File: src/rtl/serial_adder_seq.sv
// Bit-serial adder: two cascaded half adders and a carry flop process one operand
// bit per clock, LSB first. The result is presented in parallel together with a done pulse.
module serial_adder_seq #(
    parameter int WIDTH = 8
) (
    input  logic             clk,
    input  logic             rst,
    input  logic             start,
    input  logic [WIDTH-1:0] A,
    input  logic [WIDTH-1:0] B,
    output logic             busy,
    output logic             done,
    output logic [WIDTH-1:0] Sum,
    output logic             Carry
);
    // state | meaning
    // IDLE  | waiting for start
    // RUN   | one operand bit added per cycle, LSB first
    // DONE  | Sum/Carry freshly updated; start here chains the next add
    localparam logic [1:0] IDLE = 2'd0;
    localparam logic [1:0] RUN  = 2'd1;
    localparam logic [1:0] DONE = 2'd2;

    localparam int CW = (WIDTH > 1) ? $clog2(WIDTH) : 1;
    localparam logic [CW-1:0] LAST = CW'(WIDTH - 1);

    // half adder cell: {carry, sum}
    function automatic logic [1:0] half_add(input logic x, input logic y);
        return {x & y, x ^ y};
    endfunction

    logic [1:0]       state;
    logic [WIDTH-1:0] opa;
    logic [WIDTH-1:0] opb;
    logic [WIDTH-1:0] res;
    logic [WIDTH-1:0] res_next;
    logic [CW-1:0]    cnt;
    logic             carry_ff;
    logic [1:0]       ha0;
    logic [1:0]       ha1;
    logic             cn;

    assign ha0 = half_add(opa[0], opb[0]);
    assign ha1 = half_add(ha0[0], carry_ff);
    assign cn  = ha0[1] | ha1[1];

    generate
        if (WIDTH == 1) begin : g_res_w1
            assign res_next = ha1[0];
        end else begin : g_res_wn
            assign res_next = {ha1[0], res[WIDTH-1:1]};
        end
    endgenerate

    assign busy = (state == RUN);
    assign done = (state == DONE);

    always_ff @(posedge clk) begin
        if (rst) begin
            state    <= IDLE;
            opa      <= '0;
            opb      <= '0;
            res      <= '0;
            cnt      <= '0;
            carry_ff <= 1'b0;
            Sum      <= '0;
            Carry    <= 1'b0;
        end else begin
            case (state)
                IDLE, DONE: begin
                    if (start) begin
                        opa      <= A;
                        opb      <= B;
                        res      <= '0;
                        cnt      <= '0;
                        carry_ff <= 1'b0;
                        state    <= RUN;
                    end else begin
                        state    <= IDLE;
                    end
                end
                RUN: begin
                    opa      <= opa >> 1;
                    opb      <= opb >> 1;
                    res      <= res_next;
                    carry_ff <= cn;
                    cnt      <= cnt + CW'(1);
                    // Capture on the last bit so Sum/Carry are valid while done is high.
                    if (cnt == LAST) begin
                        Sum   <= res_next;
                        Carry <= cn;
                        state <= DONE;
                    end
                end
                default: state <= IDLE;
            endcase
        end
    end
endmodule

File: config.mk
export PLATFORM = sky130hd
export DESIGN_NAME = serial_adder_seq
export DESIGN_NICKNAME = d
export VERILOG_FILES = /design/src/rtl/serial_adder_seq.sv
export SDC_FILE = /design/constraint.sdc
export NUM_CORES = 1
export LEC_CHECK = 0
export BUFFER_PORTS_ARGS = -buffer_cell sky130_fd_sc_hd__buf_2
export CELL_PAD_IN_SITES_DETAIL_PLACEMENT = 1
export CELL_PAD_IN_SITES_GLOBAL_PLACEMENT = 2
export CORE_ASPECT_RATIO = 1.5
export CORE_UTILIZATION = 30
export CTS_BUF_LIST = sky130_fd_sc_hd__clkbuf_4 sky130_fd_sc_hd__clkbuf_8
export CTS_CLUSTER_DIAMETER = 200
export DETAILED_ROUTE_END_ITERATION = 16
export PLACE_DENSITY = 0.81
export SLEW_MARGIN = 15
export SYNTH_ARGS = -nofsm -noshare
export SYNTH_HDL_FRONTEND = slang
export SYNTH_SLANG_ARGS = --single-unit
File: constraint.sdc
create_clock -name clk -period 1.15 [get_ports clk]
set_input_delay 0.1725 -clock clk [delete_from_list [all_inputs] [get_ports clk]]
set_output_delay 0.1725 -clock clk [all_outputs]
set_load 0.02 [all_outputs]
==> results of run 1 <==
==> routing by layer <==
layer	global-route usage (%)	wire length (um)
met5	0	0
met4	7.22	89
met3	4.27	107
met2	24.8	1970
met1	18.0	1540
==> layout make-up <==
| cell class | count | area share [%] |
|---|---|---|
| flip-flops and latches | 38 | 36.5 |
| multi-input cells | 133 | 36.8 |
| well taps | 68 | 4.04 |
| repair buffers | 48 | 16.9 |
| inverters | 1 | 0.415 |
| clock inverters | 3 | 2.14 |
| clock buffers | 5 | 3.26 |
==> flip-flops by register name, indices dropped and copies added, names as in the netlist <==
signal / flops
Carry: 1
Sum: 8
opb: 8
state: 2
res: 7
carry_ff: 1
opa: 8
cnt: 3
==> Yosys cell counts <==
cell,n
buf_2,6
nand2b_1,3
a21oi_1,22
ha_1,2
nand2_1,49
dfxtp_1,38
nor2b_1,2
fa_1,1
a311oi_1,8
nand3_1,22
clkbuf_1,4
a311oi_2,6
inv_2,1
nor2_1,16
buf_6,3
o21a_1,1
nand3b_1,1
buf_4,4
==> worst max-delay path: cells and delay by family (launching register included) <==
kind / cells / cell delay [ns]
flops: 1 / 0.37
buf+inv: 2 / 0.26
simple gates: 1 / 0.11
==> cell families (layout without fill, tap and decap cells) <==
group           after synthesis  count (layout)
simple gates                 93              93
flops                        38              38
compound gates               37              37
buf+inv                      18              57
fa+ha+maj                     3               3
==> timing repair <==
item / 4_1_cts / 5_1_grt
endpoints found under the setup margin: 28 / 28
gates resized for setup: 18 / 6
cloned: 1 / 0
pin swaps: 1 / 0
buffers inserted: 0 / 3
==> power by group <==
group / switching (mW) / leakage [nW] / internal, mW
combinational: 0.213 / 0.453 / 0.186
sequential: 0.0411 / 0.312 / 1.38
clock: 0.497 / 0.0504 / 0.645
==> final timing paths <==
path,from,to,slack (ns)
setup / recovery,state[0]$_SDFFE_PP0P_,done,-0.06
hold / removal,B[7],opb[7]$_SDFFE_PP0P_,0.11
setup reg to reg,carry_ff$_SDFFE_PP0P_,Sum[7]$_SDFFE_PP0P_,-0.03
hold reg to reg,Sum[2]$_SDFFE_PP0P_,Sum[2]$_SDFFE_PP0P_,0.46
==> qor.yml, run 1 <==
outcome:
  status: "finished, violations left"
  violations: "negative setup slack"
routing:
  antenna_left: 0
  dr.pass1.iters: 3
  drt_iter0_markers: 16
  wire_per_inst_um: 12.5
  routed_wirelength_um: 3700
  viasPerCell: 4.70
  drc: 0
  vias: 1391
sta:
  setup_tns_ns: -0.118
  slew_headroom_pct: 87.3
  setup_violations: 5
  rsz0062_at_grt: "yes"
  hold_viol: 0
  holdWs_ns: 0.112
  worst_pin_slew_ns: 0.189
  setup_ws_ns: -0.0624
  slew_violations: 0
  finalClockSkew_ns: 0.00502
  finalCriticalPeriod_ns: 1.21
  period_share_pct: 105
  max_freq_mhz: 825
synth:
  synth.top_cell.area_share_pct: 47.9
  synth_mux_area_share_pct: 0
  syn_area_um2: 1590
  ys_seq_area_share_pct: 47.9
  synth_xor_area_share_pct: 0
  ys.warnings.count: 0
  postSynthAreaPerCell_um2: 8.41
  syn_inst: 189
  netlist_top_cells_area: "dfxtp_1 (48%), nand2_1 (12%), a21oi_1 (6.9%), nand3_1 (6.9%), a311oi_2 (5.7%)"
  synth_cell_type_count: 18
  yosysTopAreaCell: "dfxtp_1"
  ys_seq_elements: 38
  synth_top_family_by_area: "simple AND/OR/NAND/NOR gates"
  synth-simple-area-share_pct: 24.7
  synth_fa_ha_area_share_pct: 2.83
  synth_nets: 211
  synth-compound-area-share_pct: 17.5
clocking:
  cts_max_level: 2
  clk_pin_slew_ns: 0.08
  clock_sinks: 38
  numCtsBuffers: 5
  cts_max_path_buffers: 2
  clk_latency_ns: 0.30
  cts_tree: "done"
  hold_buffers: 0
  cts_root_buffer: "clkbuf_8"
final_layout:
  area_growth_pct: 32.7
  drive_above_1_share_pct: 33.3
  final_cells: 296
  num-nets-final: 249
  design_area_um2: 2110
  final_cell_mix: "nand2_1 (49), dfxtp_1 (33), buf_2 (28), nand3_1 (22), a21oi_1 (20)"
  fill_cells: 643
  num_antenna_cells: 0
  multi_input_area_um2: 776
  final_common_cell: "nand2_1"
  regArea_um2: 769
  fin_util_pct: 41.1
floorplanning:
  core_um2: 5120
  die_area_um2: 5600
  fp.dieW_um: 61.4
  top_level_ports: 30
  initial_core_util_pct: 31.0
  fp-row-count: 32
  fp.dieH_um: 91.1
grt:
  grt-ovfl-total: 0
  grt_pass1_wl_um: 6350
  antenna_found_initial: 0
  grt_use_total_pct: 15.3
  grt_pass1_vias: 1339
  grt_max_degree: 39
setup_path:
  worstPathRequired_ns: 0.98
  worstPathArrival_ns: 1.04
  crit_chain: "buf_6 -> nor2b_1 -> buf_4"
  end_kind: "primary output"
  crit_slowest_cell: "dfxtp_4"
  slowest_delay_ns: 0.37
  critPathMaxFanout: 4
  reg2reg_depth: 3
  cp-start-kind: "register"
  crit_type: "reg2out"
placed_design:
  pre_cts_ws_ns: -0.0657
  postPlaceCellArea_um2: 1870
  dp_cells: 284
  post-dp-hpwl_um: 2450
  gp_routability_congestion: 0.670
  numPortBuffers: 29
power:
  max-vdd-ir-drop_mv: 0.602
  p_leak_nw: 0.816
  total_power_mw: 2.96
  power_density_nw_per_um2: 1400
worst_hold_path:
  whs_path_depth: 3
  hold_path_class: "in2reg"
job:
  cap_viol_max_count: 0
(Power assumes the default switching activity.)
==> run 2: changes to the inputs <==
--- a/config.mk
+++ b/config.mk
@@ -14,6 +14,7 @@
 export CTS_CLUSTER_DIAMETER = 200
 export DETAILED_ROUTE_END_ITERATION = 16
 export PLACE_DENSITY = 0.81
+export RECOVER_POWER = 100
 export SLEW_MARGIN = 15
 export SYNTH_ARGS = -nofsm -noshare
 export SYNTH_HDL_FRONTEND = slang
==> run 2 against run 1 <==
  * The flow still finishes with violations (negative setup slack)
  * Register-to-register slack is essentially flat
  * Sequential power barely moved
  * Utilization down 0.44 points
  * Global-route usage did not move
  * Sequential share of layout area is 0.39 points higher
==> qor.yml, run 2 (synthesized netlist as in run 1, its figures left out) <==
outcome:
  status: "finished, violations left"
  violations: "negative setup slack"
clocking:
  cts_max_level: 2
  clock_sinks: 38
  cts_tree: "done"
  numCtsBuffers: 5
  clk_latency_ns: 0.30
  cts_max_path_buffers: 2
  cts_root_buffer: "clkbuf_8"
  clk_pin_slew_ns: 0.08
sta:
  setup_ws_ns: -0.0621
  hold_viol: 0
  finalCriticalPeriod_ns: 1.21
  period_share_pct: 105
  slew_violations: 0
  slew_headroom_pct: 83.5
  worst_pin_slew_ns: 0.248
  setup_violations: 5
  rsz0062_at_grt: "yes"
  max_freq_mhz: 825
  finalClockSkew_ns: 0.00509
routing:
  routed_wirelength_um: 3730
  viasPerCell: 4.69
  dr.pass1.iters: 3
  wire_per_inst_um: 12.6
  drt_iter0_markers: 21
  vias: 1388
  drc: 0
  antenna_left: 0
final_layout:
  num-nets-final: 249
  final_common_cell: "nand2_1"
  drive_above_1_share_pct: 29.4
  design_area_um2: 2090
  fill_cells: 645
  top_regs: "Sum x8, opa x8, opb x8"
  area_growth_pct: 31.3
  final_cell_mix: "nand2_1 (49), dfxtp_1 (33), nand3_1 (22), a21oi_1 (20), buf_2 (19)"
  num_antenna_cells: 0
floorplanning:
  fp.dieW_um: 61.4
  fp-row-count: 32
  initial_core_util_pct: 31.0
  die_area_um2: 5600
  top_level_ports: 30
  core_um2: 5120
  fp.dieH_um: 91.1
setup_path:
  worstPathRequired_ns: 0.98
  critPathMaxFanout: 4
  rrSetupSlack_ns: -0.03
  crit_type: "reg2out"
  worstPathArrival_ns: 1.04
  cp-start-kind: "register"
  end_kind: "primary output"
grt:
  antenna_found_initial: 0
  grt_max_degree: 39
  grt_pass1_vias: 1339
  grt_pass1_wl_um: 6350
  grt-ovfl-total: 0
  grt_use_total_pct: 15.3
power:
  max-vdd-ir-drop_mv: 0.602
  p_leak_nw: 0.772
  power_density_nw_per_um2: 1420
  total_power_mw: 2.95
placed_design:
  post-dp-hpwl_um: 2450
  gp_routability_congestion: 0.670
  numPortBuffers: 29
  postPlaceCellArea_um2: 1870
job:
  cap_viol_max_count: 0
worst_hold_path:
  hold_path_class: "in2reg"
## run 2: timing repair
action,4_1_cts,5_1_grt
resized for setup,18,6
hold buffers,0,0
setup buffers,0,3
endpoints found under the setup margin,28,28
cloned,1,0
pin swaps,1,0
## run 2: area by class of cell
class / count / area, um^2 / area share [%]
flip-flops and latches: 38 / 769 / 36.9
clock buffers: 5 / 68.8 / 3.30
multi-input cells: 133 / 776 / 37.2
inverters: 1 / 8.76 / 0.420
well taps: 68 / 85.1 / 4.08
repair buffers: 48 / 333 / 16.0
clock inverters: 3 / 45.0 / 2.16
## run 2: power breakdown
part	switching [mW]	total, mW	internal (mW)
Clock	0.496	1.14	0.645
Combinational	0.212	0.391	0.179
Sequential	0.0411	1.42	1.38
## run 2: through the flow
stage          setup slack (ns)  util (%)  TNS, ns  hold slack (ns)  cells
5_1_grt                  -0.110      40.7    -1.33            0.115    296
2_1_floorplan           0.00943         -        0            0.309    189
3_3_place_gp           -0.00816      36.5  -0.0227            0.423    284
4_1_cts                 -0.0630      40.1   -0.210            0.107    293
3_5_place_dp            -0.0657      36.5   -0.681            0.422    284
6_report                -0.0621      40.7   -0.105            0.112    296
## run 2: critical path, stage by stage (launching register included)
cell and delay, ns:
dfxtp_4 0.37, buf_6 0.11, nor2b_1 0.11, buf_4 0.15
## run 2: metal layers
| metal | vias up | track usage (%) | part of all wire [%] |
|---|---|---|---|
| met5 | - | 0 | 0 |
| met4 | 0 | 7.22 | 2.4 |
| met1 | 640 | 18.0 | 42 |
| met3 | 6 | 4.27 | 3.1 |
| li1 | 719 | - | - |
| met2 | 23 | 24.8 | 53 |
## run 2: final timing paths
| path | start | cells after the start | to |
|---|---|---|---|
| worst max-delay path | state[0]$_SDFFE_PP0P_ | 3 | done |
| worst min-delay path | B[7] | 3 | opb[7]$_SDFFE_PP0P_ |
| worst max register to register | carry_ff$_SDFFE_PP0P_ | 3 | Sum[7]$_SDFFE_PP0P_ |
| worst min register to register | Sum[2]$_SDFFE_PP0P_ | 2 | Sum[2]$_SDFFE_PP0P_ |
==> run 3: changes to the inputs <==
--- a/config.mk
+++ b/config.mk
@@ -5,11 +5,12 @@
 export SDC_FILE = /design/constraint.sdc
 export NUM_CORES = 1
 export LEC_CHECK = 0
+export ABC_AREA = 1
 export BUFFER_PORTS_ARGS = -buffer_cell sky130_fd_sc_hd__buf_2
 export CELL_PAD_IN_SITES_DETAIL_PLACEMENT = 1
 export CELL_PAD_IN_SITES_GLOBAL_PLACEMENT = 2
 export CORE_ASPECT_RATIO = 1.5
-export CORE_UTILIZATION = 30
+export CORE_UTILIZATION = 29
 export CTS_BUF_LIST = sky130_fd_sc_hd__clkbuf_4 sky130_fd_sc_hd__clkbuf_8
 export CTS_CLUSTER_DIAMETER = 200
 export DETAILED_ROUTE_END_ITERATION = 16
==> run 3 against run 2 <==
  * Largest power group unchanged
  * Sequential share of layout area decreased by 5.2 points
  * Critical endpoint is now busy
  * Via count increased by 22%
  * Register-to-register slack about the same
  * Largest cell class unchanged
  * The flow still finishes with violations (negative setup slack)
  * Setup slack improved by 0.016 ns
  * Worst hold slack got worse by 0.019 ns
==> qor.yml, run 3 <==
setup_path:
  timing.critical_path.to: "busy"
  cp_num_buf_inv: 2
  worstPathArrival_ns: 1.02
  slowest_delay_ns: 0.34
  end_kind: "primary output"
  path_common_cell: "buf_6"
  reg2reg_depth: 3
  path_delay_family: "flip-flops"
  critPathMaxFanout: 4
  crit_slowest_cell: "dfxtp_2"
  rrSetupSlack_ns: -0.02
  crit_chain: "buf_6 -> nor2_4 -> buf_6"
  startpoint: "state[1]$_SDFFE_PP0P_"
  cp-start-kind: "register"
  crit_type: "reg2out"
  rr_startpoint: "opb[0]$_SDFFE_PP0P_"
  worstPathRequired_ns: 0.98
  rr_endpoint: "res[7]$_SDFFE_PP0P_"
  critical_path_depth: 3
synth:
  yosysTopAreaCell: "dfxtp_1"
  synth_most_common_cell: "nand2_1"
  netlist_top_cells_area: "dfxtp_1 (42%), nand3_1 (13%), nand2_1 (11%), inv_1 (6.1%), nor3_1 (3.9%)"
  postSynthAreaPerCell_um2: 7.27
  syn_inst: 247
  synth_flop_cell: "dfxtp_1"
  synth_cell_type_count: 21
  ys_seq_elements: 38
  synth_nets: 269
  syn_area_um2: 1800
  synth-edff-count: 0
  netlist_top_cells_count: "nand2_1 (54), nand3_1 (48), dfxtp_1 (38), inv_1 (29), nor2_1 (15)"
  ys_seq_area_share_pct: 42.3
  ys.warnings.count: 0
  synth.top_cell.area_share_pct: 42.3
  synthArstFlopShare_pct: 0
sta:
  finalCriticalPeriod_ns: 1.20
  rsz0062_at_grt: "yes"
  hold_viol: 0
  slew_violations: 0
  worst_pin_slew_ns: 0.269
  setup_ws_ns: -0.0465
  max_freq_mhz: 836
  finalClockSkew_ns: 0.00497
  slew_headroom_pct: 82.0
  period_share_pct: 104
  setup_violations: 3
routing:
  wire_per_inst_um: 13.3
  dr.pass1.iters: 4
  antenna_left: 0
  drt_iter0_markers: 45
  viasPerCell: 4.61
  drc: 0
  vias: 1700
  routed_wirelength_um: 4890
placed_design:
  postPlaceCellArea_um2: 2090
  gp_routability_congestion: 0.701
  numPortBuffers: 29
  post-dp-hpwl_um: 3330
clocking:
  clock_sinks: 38
  clk_pin_slew_ns: 0.08
  clk_latency_ns: 0.30
  hold_buffers: 0
  numCtsBuffers: 5
  cts_max_level: 2
  cts_max_path_buffers: 2
  cts_tree: "done"
  cts_root_buffer: "clkbuf_8"
power:
  total_power_mw: 3.17
  power_density_nw_per_um2: 1310
  max-vdd-ir-drop_mv: 0.598
  p_leak_nw: 1.15
final_layout:
  area_growth_pct: 34.6
  final_common_cell: "nand3_1"
  num_antenna_cells: 0
  drive_above_1_share_pct: 34.3
  final_cell_mix: "nand3_1 (47), nand2_1 (46), dfxtp_1 (34), inv_1 (29)"
  num-nets-final: 318
  design_area_um2: 2420
  top_regs: "Sum x8, opa x8, opb x8"
grt:
  use_met2_pct: 29.5
  grt_pass1_vias: 1726
  use_met1_pct: 19.0
  grt-ovfl-total: 0
  grt-busiest-layer: "met2"
  grt_use_total_pct: 16.7
  globalRouteMet3Util_pct: 3.27
  antenna_found_initial: 0
  grt_max_degree: 16
  grt_pass1_wl_um: 8260
outcome:
  status: "finished, violations left"
  violations: "negative setup slack"
floorplanning:
  fp.dieW_um: 66.3
  core_um2: 5870
  fp-row-count: 34
  initial_core_util_pct: 30.6
  die_area_um2: 6520
  top_level_ports: 30
  fp.dieH_um: 98.4
job:
  cap_viol_max_count: 0
worst_hold_path:
  hold_path_class: "in2reg"
[run 3: area by class of cell]
class	count	area, um^2
repair buffers	56	408
well taps	72	90.1
multi-input cells	161	902
clock buffers	5	68.8
clock inverters	3	45.0
repair inverters	1	7.51
inverters	33	131
flip-flops and latches	38	766
fillers	750	3450
[run 3: worst min path at each step]
stage / startpoint / slack (ns) / depth (start not counted) / to
floorplan: rst / 0.24 / 1 / res[1]$_SDFFE_PP0P_
global placement: A[3] / 0.40 / 3 / opa[3]$_SDFFE_PP0P_
detailed placement: A[5] / 0.41 / 3 / opa[5]$_SDFFE_PP0P_
CTS: A[2] / 0.09 / 3 / opa[2]$_SDFFE_PP0P_
global route: A[2] / 0.09 / 3 / opa[2]$_SDFFE_PP0P_
finish: A[2] / 0.09 / 3 / opa[2]$_SDFFE_PP0P_
[run 3: stage by stage]
stage | std cells | hold slack [ns] | TNS, ns | util (%) | setup WS [ns]
final | 369 | 0.0925 | -0.0823 | 41.2 | -0.0465
after global routing | 369 | 0.0933 | -1.10 | 41.2 | -0.0970
after CTS | 369 | 0.0928 | -0.116 | 39.8 | -0.0510
after detailed placement | 353 | 0.412 | -0.266 | 35.5 | -0.0331
after global placement | 353 | 0.401 | -0.0134 | 35.5 | -0.0134
after floorplan | 247 | 0.242 | 0 | - | 0.0570
[run 3: repair_timing]
| action | CTS | global route |
|---|---|---|
| pin swaps | 4 | 9 |
| cloned | 1 | 0 |
| resized for setup | 22 | 25 |
| setup endpoints to repair | 15 | 33 |
| setup buffers | 7 | 0 |
[run 3: logic make-up after synthesis]
logic type               synth area share [%]
adder cells (fa/ha/maj)                  2.51
buffers and inverters                    13.7
AO/OA/AOI/OAI                            5.50
AND/OR/NAND/NOR                          35.9
flip-flops                               42.3
[run 3: layer usage]
metal  share of wire, %  routed length (um)
met1                 42                2040
met2                 53                2620
met3                2.8                 136
met4                2.1                 104
met5                  0                   0
[run 3: worst min-delay path: stages]
cell and delay, ns:
buf_2 0.07, nor3_1 0.04, nor2_1 0.08
[run 3: power by group]
group          leakage, nW  switching [mW]  internal, mW
Clock               0.0504           0.540         0.646
Combinational        0.789           0.316         0.251
Sequential           0.312          0.0321          1.39
Total                 1.15           0.888          2.28
